--- src/rtl/mem_stage.sv ---
// rv32i memory-access stage: single-outstanding req/ack loads/stores, writeback and bypass.
// Optional macro MEM_MISALIGN_TRAP_EN turns misaligned half/word accesses into a misalign trap.
module mem_stage #(
  parameter int         ADDR_W = 32,
  parameter logic [3:0] L_TYPE = 4'd1,
  parameter logic [3:0] S_TYPE = 4'd2
) (
  input  logic              clk,
  input  logic              rst_n,
  input  logic              ex_valid,
  output logic              ex_ready,
  input  logic [3:0]        insn_type,
  input  logic [3:0]        insn_sub_type,
  input  logic [31:0]       ex_val,
  input  logic [31:0]       store_data,
  input  logic [4:0]        rd_ex,
  output logic              dmem_req,
  output logic              dmem_we,
  output logic [ADDR_W-3:0] dmem_addr,
  output logic [3:0]        dmem_be,
  output logic [31:0]       dmem_wdata,
  input  logic              dmem_ack,
  input  logic [31:0]       dmem_rdata,
  output logic              wb_valid,
  output logic [4:0]        wb_rd,
  output logic [31:0]       wb_val,
  output logic [4:0]        bp_mem_reg,
  output logic [31:0]       bp_mem_val,
  output logic              misalign
);

  typedef enum logic {IDLE = 1'b0, WAIT = 1'b1} state_t;

  state_t            r_state;
  logic              r_ex_ready;
  logic              r_dmem_req;
  logic              r_dmem_we;
  logic [ADDR_W-3:0] r_dmem_addr;
  logic [3:0]        r_dmem_be;
  logic [31:0]       r_dmem_wdata;
  logic              r_wb_valid;
  logic [4:0]        r_wb_rd;
  logic [31:0]       r_wb_val;
  logic              r_misalign;
  logic [4:0]        r_acc_rd;
  logic [1:0]        r_acc_off;
  logic              r_acc_half;
  logic              r_acc_word;
  logic              r_acc_uns;

  logic        w_is_load;
  logic        w_is_store;
  logic        w_is_mem;
  logic        w_half;
  logic        w_word;
  logic        w_trap;
  logic [1:0]  w_off;
  logic [3:0]  w_be;
  logic [31:0] w_wdata;
  logic [15:0] w_lane;
  logic [31:0] w_ld_val;
  logic        w_unused;

  // NOTE: every always_comb output gets a value on every path, otherwise a latch is inferred.
  always_comb begin
    w_is_load  = (insn_type == L_TYPE);
    w_is_store = (insn_type == S_TYPE);
    w_is_mem   = w_is_load | w_is_store;
    // funct3[1:0]: 00 byte, 01 half, 1x word (covers 011/110/111).
    w_half     = (insn_sub_type[1:0] == 2'b01);
    w_word     = insn_sub_type[1];
    w_off      = w_word ? 2'b00 : (w_half ? {ex_val[1], 1'b0} : ex_val[1:0]);
    w_be       = w_word ? 4'hF : (w_half ? (4'b0011 << w_off) : (4'b0001 << w_off));
    w_wdata    = w_word ? store_data
               : (w_half ? {2{store_data[15:0]}} : {4{store_data[7:0]}});
  end

`ifdef MEM_MISALIGN_TRAP_EN
  assign w_trap = w_is_mem & ((w_half & ex_val[0]) | (w_word & (ex_val[1:0] != 2'b00)));
`else
  assign w_trap = 1'b0;
`endif

  assign w_unused = insn_sub_type[3];

  // Offset is already naturally aligned, so one shift selects byte or half lanes.
  always_comb begin
    w_lane = 16'(dmem_rdata >> {r_acc_off, 3'b000});
    if (r_acc_word)
      w_ld_val = dmem_rdata;
    else if (r_acc_half)
      w_ld_val = r_acc_uns ? {16'h0000, w_lane} : {{16{w_lane[15]}}, w_lane};
    else
      w_ld_val = r_acc_uns ? {24'h000000, w_lane[7:0]} : {{24{w_lane[7]}}, w_lane[7:0]};
  end

  // NOTE: sequential state uses non-blocking assignments only, so every flop samples pre-edge values.
  always_ff @(posedge clk) begin
    if (!rst_n) begin
      r_state      <= IDLE;
      r_ex_ready   <= 1'b1;
      r_dmem_req   <= 1'b0;
      r_dmem_we    <= 1'b0;
      r_dmem_addr  <= '0;
      r_dmem_be    <= 4'h0;
      r_dmem_wdata <= 32'h0;
      r_wb_valid   <= 1'b0;
      r_wb_rd      <= 5'd0;
      r_wb_val     <= 32'h0;
      r_misalign   <= 1'b0;
      r_acc_rd     <= 5'd0;
      r_acc_off    <= 2'b00;
      r_acc_half   <= 1'b0;
      r_acc_word   <= 1'b0;
      r_acc_uns    <= 1'b0;
    end else begin
      r_wb_valid <= 1'b0;
      r_misalign <= 1'b0;
      case (r_state)
        IDLE: begin
          if (ex_valid) begin
            if (w_trap) begin
              r_misalign <= 1'b1;
              r_wb_valid <= 1'b1;
              r_wb_rd    <= 5'd0;
              r_wb_val   <= 32'h0;
            end else if (w_is_mem) begin
              r_dmem_req   <= 1'b1;
              r_dmem_we    <= w_is_store;
              r_dmem_addr  <= ex_val[ADDR_W-1:2];
              r_dmem_be    <= w_be;
              r_dmem_wdata <= w_wdata;
              r_acc_rd     <= w_is_store ? 5'd0 : rd_ex;
              r_acc_off    <= w_off;
              r_acc_half   <= w_half;
              r_acc_word   <= w_word;
              r_acc_uns    <= insn_sub_type[2];
              r_ex_ready   <= 1'b0;
              r_state      <= WAIT;
            end else begin
              r_wb_valid <= 1'b1;
              r_wb_rd    <= rd_ex;
              r_wb_val   <= ex_val;
            end
          end
        end
        WAIT: begin
          if (dmem_ack) begin
            r_dmem_req <= 1'b0;
            r_ex_ready <= 1'b1;
            r_wb_valid <= 1'b1;
            r_wb_rd    <= r_acc_rd;
            if (!r_dmem_we)
              r_wb_val <= w_ld_val;
            r_state    <= IDLE;
          end
        end
        default: r_state <= IDLE;
      endcase
    end
  end

  assign ex_ready   = r_ex_ready;
  assign dmem_req   = r_dmem_req;
  assign dmem_we    = r_dmem_we;
  assign dmem_addr  = r_dmem_addr;
  assign dmem_be    = r_dmem_be;
  assign dmem_wdata = r_dmem_wdata;
  assign wb_valid   = r_wb_valid;
  assign wb_rd      = r_wb_rd;
  assign wb_val     = r_wb_val;
  assign bp_mem_reg = r_wb_valid ? r_wb_rd : 5'd0;
  assign bp_mem_val = r_wb_val;
  assign misalign   = r_misalign;

endmodule

--- config.mk ---
export PLATFORM = sky130hd
export DESIGN_NAME = mem_stage
export DESIGN_NICKNAME = d
export VERILOG_FILES = /design/src/rtl/mem_stage.sv
export SDC_FILE = /design/constraint.sdc
export NUM_CORES = 1
export LEC_CHECK = 0
export BUFFER_PORTS_ARGS = -buffer_cell sky130_fd_sc_hd__buf_2
export CAP_MARGIN = 40
export CORE_MARGIN = 2
export CORE_UTILIZATION = 35
export DETAILED_ROUTE_END_ITERATION = 10
export PLACE_DENSITY = 0.71
export SKIP_LAST_GASP = 1
export SYNTH_ARGS = -nofsm -noshare
export SYNTH_HDL_FRONTEND = slang
export SYNTH_SLANG_ARGS = --single-unit
--- constraint.sdc ---
create_clock -name clk -period 3.22 [get_ports clk]
set_clock_uncertainty 0.2 [all_clocks]
set_input_delay 0 -clock clk [delete_from_list [all_inputs] [get_ports clk]]
set_output_delay 0 -clock clk [all_outputs]
set_load 0.02 [all_outputs]
==> results of run 1 <==
-- cells in the final DEF (no fill, tap or decap), types with 19 or more instances in the layout --
cell type        n
nand3_1         24
nand2b_1        19
dlygate4sd3_1  154
nor3_1          20
mux2i_1         20
nor2_1          23
a211oi_1        32
nand2_1        108
a22oi_1         23
buf_2          255
a21oi_1         79
dfxtp_1        117
-- worst max-delay path: stages, from the launching register on --
cell	delay [ns]
dfxtp_4	0.43
nand2b_1	0.26
nand2_1	0.32
o221ai_1	0.16
dlygate4sd3_1	0.61
a211oi_1	0.31
dlygate4sd3_1	0.63
-- routing by layer --
metal | vias to the layer above | part of all wire [%] | global-route usage (%)
li1 | 3337 | - | -
met1 | 3310 | 40 | 29.4
met2 | 347 | 50 | 44.6
met3 | 52 | 7.1 | 5.65
met4 | 0 | 3.1 | 12.2
met5 | - | 0 | 0
-- power groups by stage --
stage          registers, mW  clock network [mW]  logic, mW
5_1_grt                 1.61                1.91      0.904
3_3_place_gp            1.62                   0      0.662
4_1_cts                 1.60                1.84      0.827
2_1_floorplan           1.69                   0      0.373
6_report                1.60                1.82      0.844
3_5_place_dp            1.63                   0      0.673
-- sequential cells by signal, indices dropped and copies added, names as in the netlist --
register,cells
bp_mem_val,32
dmem_wdata,32
dmem_addr,30
r_acc_rd,5
wb_rd,5
dmem_be,4
r_acc_off,2
dmem_req,1
dmem_we,1
ex_ready,1
r_acc_half,1
r_acc_uns,1
r_acc_word,1
r_state,1
wb_valid,1
-- cells by family (layout without fill, tap and decap cells) --
| logic type | after synthesis | in the layout | share of synthesized area [%] |
|---|---|---|---|
| muxes | 32 | 32 | 5.94 |
| xor gates and xnor gates | 2 | 2 | 0.291 |
| buffers and inverters | 105 | 465 | 9.08 |
| and+or+nand+nor | 243 | 243 | 19.1 |
| other | 1 | 1 | 0.0623 |
| DFF | 118 | 118 | 39.2 |
| AOI/OAI and AO/OA | 230 | 230 | 26.3 |
-- worst paths after layout --
check	from	to	slack, ns
max	r_state	bp_mem_val[11]	0.21
min	ex_val[2]	dmem_addr[0]	0.18
max reg2reg	r_state	bp_mem_val[11]	0.21
min reg2reg	dmem_wdata[10]	dmem_wdata[10]	0.25
-- synth_stat cells, types with 3 or more instances --
cell type and instances:
and2_1 6, o21a_1 7, o221ai_1 9, nor3_1 21, o2bb2ai_1 7, o311a_1 5, buf_1 3, o311ai_0 16
clkbuf_1 49, o22ai_1 8, mux2i_1 20, a22oi_1 23, inv_1 6, or3_1 17, nor2b_1 13, dfxtp_1 118
nand2_1 108, a211o_1 8, nand2b_1 19, a21oi_1 79, buf_4 33, o21ai_0 15, mux2_2 10, buf_2 11
o211ai_1 7, nor2_1 23, a211oi_1 32, a32oi_1 5, nand3_1 25
-- metrics by stage --
stage	cell area [um^2]	utilization [%]	cells
finish	9320	55.8	1311
global placement	7180	43.0	1122
detailed placement	7210	43.2	1124
global route	9320	55.8	1311
CTS	9310	55.7	1309
floorplan	6020	-	731
-- cell type report --
| cell class | count | area (um^2) | area share (%) |
|---|---|---|---|
| Clock buffer | 18 | 429 | 4.60 |
| Clock inverter | 13 | 128 | 1.37 |
| Inverter | 7 | 26.3 | 0.282 |
| Multi-Input combinational cell | 508 | 3130 | 33.6 |
| Sequential cell | 118 | 2370 | 25.4 |
| Tap cell | 220 | 275 | 2.95 |
| Timing Repair Buffer | 427 | 2970 | 31.8 |
-- what timing repair did --
item	in CTS	in global routing
hold buffers	154	0
buffers inserted	0	2
setup endpoints to repair	0	3
resized for setup	0	1
endpoints found under the hold margin	118	0
==> flow_summary.toml, run 1 <==
[status]
outcome = "complete, no violations"

[sta]
setup_slack_ns = 0.213
finalHoldViolCount = 0
maxSlewViolCount = 0
tns_ns = 0
whs_ns = 0.179
fmax_mhz = 333
rsz0062_at_grt = "no"
fin_crit_sh_pct = 93.4
setup_viol = 0
worst_pin_slew_ns = 0.873
fin_crit_ns = 3.01
maxSlewHeadroom_pct = 41.6

[power]
power_frac_seq_pct = 37.5
p_leak_nw = 3.95
max-vdd-ir-drop_mv = 0.368
power_mw = 4.26
p_int_mw = 2.97
powerDensity_mw_per_mm2 = 457
swShare_pct = 30.2
power.switching_mw = 1.28
p_comb_share_pct = 19.8
clkPwrFrac_pct = 42.7

[routing]
first_pass_iters = 6
first_iter_violations = 463
vias = 7046
wl_per_cell_um = 18.0
ant_nets = 0
drt-total-wl_um = 23700
routed_via_density = 5.37
drc_errors = 0

[clocking]
cts_buffer_depth = 2
htree_num_levels = 4
root_buffer = "clkbuf_16"
cts_buffers = 17
cts_tree = "done"
clk_latency_ns = 0.42
clock_sinks = 118
cts.reportedPaths.clkPinSlew_ns = 0.06

[worst_hold_path]
holdPathStages = 4
hold_class = "primary input to flop"

[floorplan]
std_cell_rows = 47
die-width_um = 135
ioPinCount = 258
die_h_um = 135
core-area_mm2 = 0.0167
die_area_mm2 = 0.0183
start_util_pct = 36.1

[global_route]
grt.overflow.total = 0
grt_max_degree = 50
antenna_found_initial = 0
track_usage_pct = 25.4
grt_first_pass_wirelength_um = 36200
first_global_vias = 7007

[logic_synthesis]
syn_area_mm2 = 0.00602
ys_types = 50
synth-seq-area-share_pct = 39.2
netlist_instances = 731
syn-num-nets = 844
syn-mean-instance-area_um2 = 8.24
synth_edf_count = 0
synth_ff_type = "dfxtp_1"
async_flop_share_pct = 0
synth-seq-cells = 118
yosys_warnings = 0
yosys.area.top_type_share_pct = 39.2
synth_area_leaders = "dfxtp_1 39%, nand2_1 6.7%, a21oi_1 6.6%, buf_4 4.1%, a211oi_1 4.0%"
synth_top_area_cell = "dfxtp_1"

[setup_path]
critPathKind = "flop to flop"
endpoint_kind = "flop"
cp-start-kind = "flop"
arrival_ns = 3.16
path_max_fanout = 24
reg2regPathDepth = 6
worst_ep_required_time_ns = 3.38

[place]
dpl_worst_slack_ns = 0.897
io_buffers = 255
gp_congestion = 0.828
dp_hpwl_um = 14900

[layout]
nNetsFinal = 1192
drive_gt1_share_pct = 29.9
antenna_cells = 0
fillers = 1510
areaGrowthSynthToFinish_pct = 54.8

[flow_run]
max_cap_viol_count = 0
Power figures use the tool's default switching activity.
==> run 2, diff against run 1 <==
--- a/config.mk
+++ b/config.mk
@@ -5,6 +5,7 @@
 export SDC_FILE = /design/constraint.sdc
 export NUM_CORES = 1
 export LEC_CHECK = 0
+export ABC_AREA = 1
 export BUFFER_PORTS_ARGS = -buffer_cell sky130_fd_sc_hd__buf_2
 export CAP_MARGIN = 40
 export CORE_MARGIN = 2
==> constraint.sdc (replaced) <==
create_clock -name clk -period 3.76 [get_ports clk]
set_clock_uncertainty 0.2 [all_clocks]
set_input_delay 0 -clock clk [delete_from_list [all_inputs] [get_ports clk]]
set_output_delay 0 -clock clk [all_outputs]
set_load 0.02 [all_outputs]
==> run 2 against run 1 <==
Effect of this change: hold slack improved by 0.016 ns; register-to-register slack better by 0.33 ns; final cell count rose by 8.2%; first-iteration DRC count rose by 7.6%; utilization decreased by 0.17 points; via count up 1.2%; setup slack got worse by 0.059 ns; sequential power down 16%; synthesized cell count up 14%; global-route usage down 0.84 points.
==> flow_summary.toml, run 2 <==
[setup_path]
max_stage_delay_ns = 0.61
critPathKind = "primary input to flop"
critical_path.top_delay_family = "buffers and inverters"
cp-start-kind = "primary input"
crit_path_cell_trace = "dlygate4sd3_1, buf_2, nor2_1, dlygate4sd3_1, nand2_1, inv_2, nand2_4, nor2_4, buf_12, nand2_1, dlygate4sd3_1, a31oi_1, dlygate4sd3_1"
path_max_fanout = 53
arrival_ns = 3.76
crit_buf_inv = 7
slowest_stage = "dlygate4sd3_1"
worst_ep_required_time_ns = 3.91
cp_common_cell = "dlygate4sd3_1"
endpoint_kind = "flop"

[routing]
wl_met2_um = 10200
drc_errors = 0
drt-total-wl_um = 21900
vias = 7132
highest_layer = "met4"
wl_met1_um = 9360
dr_wl_met3_um = 1470
first_iter_violations = 498
wl_per_cell_um = 15.5
ant_nets = 0
first_pass_iters = 5
routed_via_density = 5.03

[place]
io_buffers = 255
gp_congestion = 0.890
dp_hpwl_um = 13600
placed_cell_area_mm2 = 0.00691

[logic_synthesis]
synth_top_area_cell = "dfxtp_1"
synth-seq-area-share_pct = 40.4
synth_edf_count = 0
async_flop_share_pct = 0
synth.most_common_cell = "nand2_1"
synth_common_cells = "216 x nand2_1, 118 x dfxtp_1, 103 x a21oi_1"
ys_types = 30
yosys_warnings = 0
synth_area_leaders = "dfxtp_1 40%, nand2_1 14%, a21oi_1 8.8%, o21ai_0 6.6%, buf_4 4.8%"
yosys.area.top_type_share_pct = 40.4
syn-mean-instance-area_um2 = 7.02
synth_ff_type = "dfxtp_1"
syn_area_mm2 = 0.00584
netlist_instances = 832
synth-seq-cells = 118
syn-num-nets = 945

[floorplan]
die-width_um = 133
ioPinCount = 258
die_h_um = 133
die_area_mm2 = 0.0177
std_cell_rows = 47
start_util_pct = 35.5
core-area_mm2 = 0.0165

[power]
p_leak_nw = 4.41
powerDensity_mw_per_mm2 = 410
max-vdd-ir-drop_mv = 0.294

[layout]
areaGrowthSynthToFinish_pct = 56.8
fillers = 1461
drive_gt1_share_pct = 28.7
nNetsFinal = 1299
mostFrequentLayoutCells = "255 x buf_2, 216 x nand2_1, 158 x dlygate4sd3_1"
mostFrequentLayoutCell = "buf_2"
postLayoutCellArea_mm2 = 0.00916

[clocking]
cts.reportedPaths.clkPinSlew_ns = 0.06
root_buffer = "clkbuf_16"
cts_tree = "done"
cts_buffers = 17
clock_sinks = 118
cts_buffer_depth = 2
clk_latency_ns = 0.41
htree_num_levels = 4

[sta]
whs_ns = 0.195
maxSlewHeadroom_pct = 48.2
finalHoldViolCount = 0
worst_pin_slew_ns = 0.775
maxSlewViolCount = 0
setup_viol = 0
fin_crit_ns = 3.61
fmax_mhz = 277
rsz0062_at_grt = "no"
tns_ns = 0
fin_crit_sh_pct = 95.9

[global_route]
antenna_found_initial = 1
grt_max_degree = 70
grt.overflow.total = 0
grt_first_pass_wirelength_um = 34600
track_usage_pct = 24.6
first_global_vias = 6881

[worst_hold_path]
hold_class = "primary input to flop"

[flow_run]
max_cap_viol_count = 0

[status]
outcome = "complete, no violations"
## run 2: changes by cell type in the layout (fill, tap and decap cells not counted), moves of 23 or more
cell and change:
a31oi_1 +27, o21ai_0 +62, a21oi_1 +24, nand2_1 +108
a22oi_1 -23, inv_1 +51, a211oi_1 -30
## run 2: final timing paths
path / slack [ns] / endpoint / from / depth (start not counted)
max: 0.15 / dmem_wdata[14] / insn_type[2] / 13
min reg2reg: 0.26 / ex_ready / ex_ready / 2
max reg2reg: 0.54 / dmem_wdata[14] / r_state / 8
min: 0.19 / dmem_addr[24] / ex_val[26] / 4
## run 2: tightest hold or removal path: stages
cell	delay, ns
dlygate4sd3_1	0.51
buf_2	0.09
inv_1	0.04
o21ai_0	0.13
## run 2: report_power, final
group          switching (mW)  internal, mW
registers              0.0411          1.31
clock network           0.581          1.19
logic                   0.370         0.260
total                   0.992          2.76
## run 2: cell type report
type,count,area [um^2],share of cell area (%)
inverters,65,248,2.70
clock buffers,24,502,5.48
multi-input cells,561,2690,29.3
repair buffers,423,2950,32.1
flip-flops and latches,118,2360,25.8
clock inverters,7,141,1.54
well taps,220,275,3.00
diodes,1,2.50,0.0273
## run 2: cell families (layout without fill, tap and decap cells)
family	count (synthesis)	after routing	share of synthesized area, %
AND/OR/NAND/NOR	306	306	22.2
AO/OA/AOI/OAI	254	254	23.7
buffers and inverters	153	519	13.7
other	1	2	0.0642
flip-flops	118	118	40.4
## run 2: metal layers
layer  up-vias  track usage [%]
met2       398             40.0
met4         0             12.9
met1      3244             30.3
met5         -                0
li1       3412                -
met3        78             5.90
## run 2: what timing repair did
| item | in CTS | in global routing |
|---|---|---|
| gates resized for setup | 0 | 1 |
| endpoints found under the setup margin | 0 | 9 |
| hold buffers | 158 | 0 |
| setup buffers | 0 | 1 |
| endpoints found under the hold margin | 118 | 0 |
## run 2: per-stage QoR
| step | power, mW | setup WS (ns) | util [%] | cells |
|---|---|---|---|---|
| after floorplan | 1.73 | 2.23 | - | 832 |
| after global placement | 1.88 | 1.09 | 41.9 | 1227 |
| after detailed placement | 1.88 | 1.20 | 42.0 | 1228 |
| after CTS | 3.76 | 0.156 | 55.5 | 1417 |
| after global routing | 3.89 | 0.0692 | 55.7 | 1419 |
| final | 3.75 | 0.153 | 55.7 | 1419 |
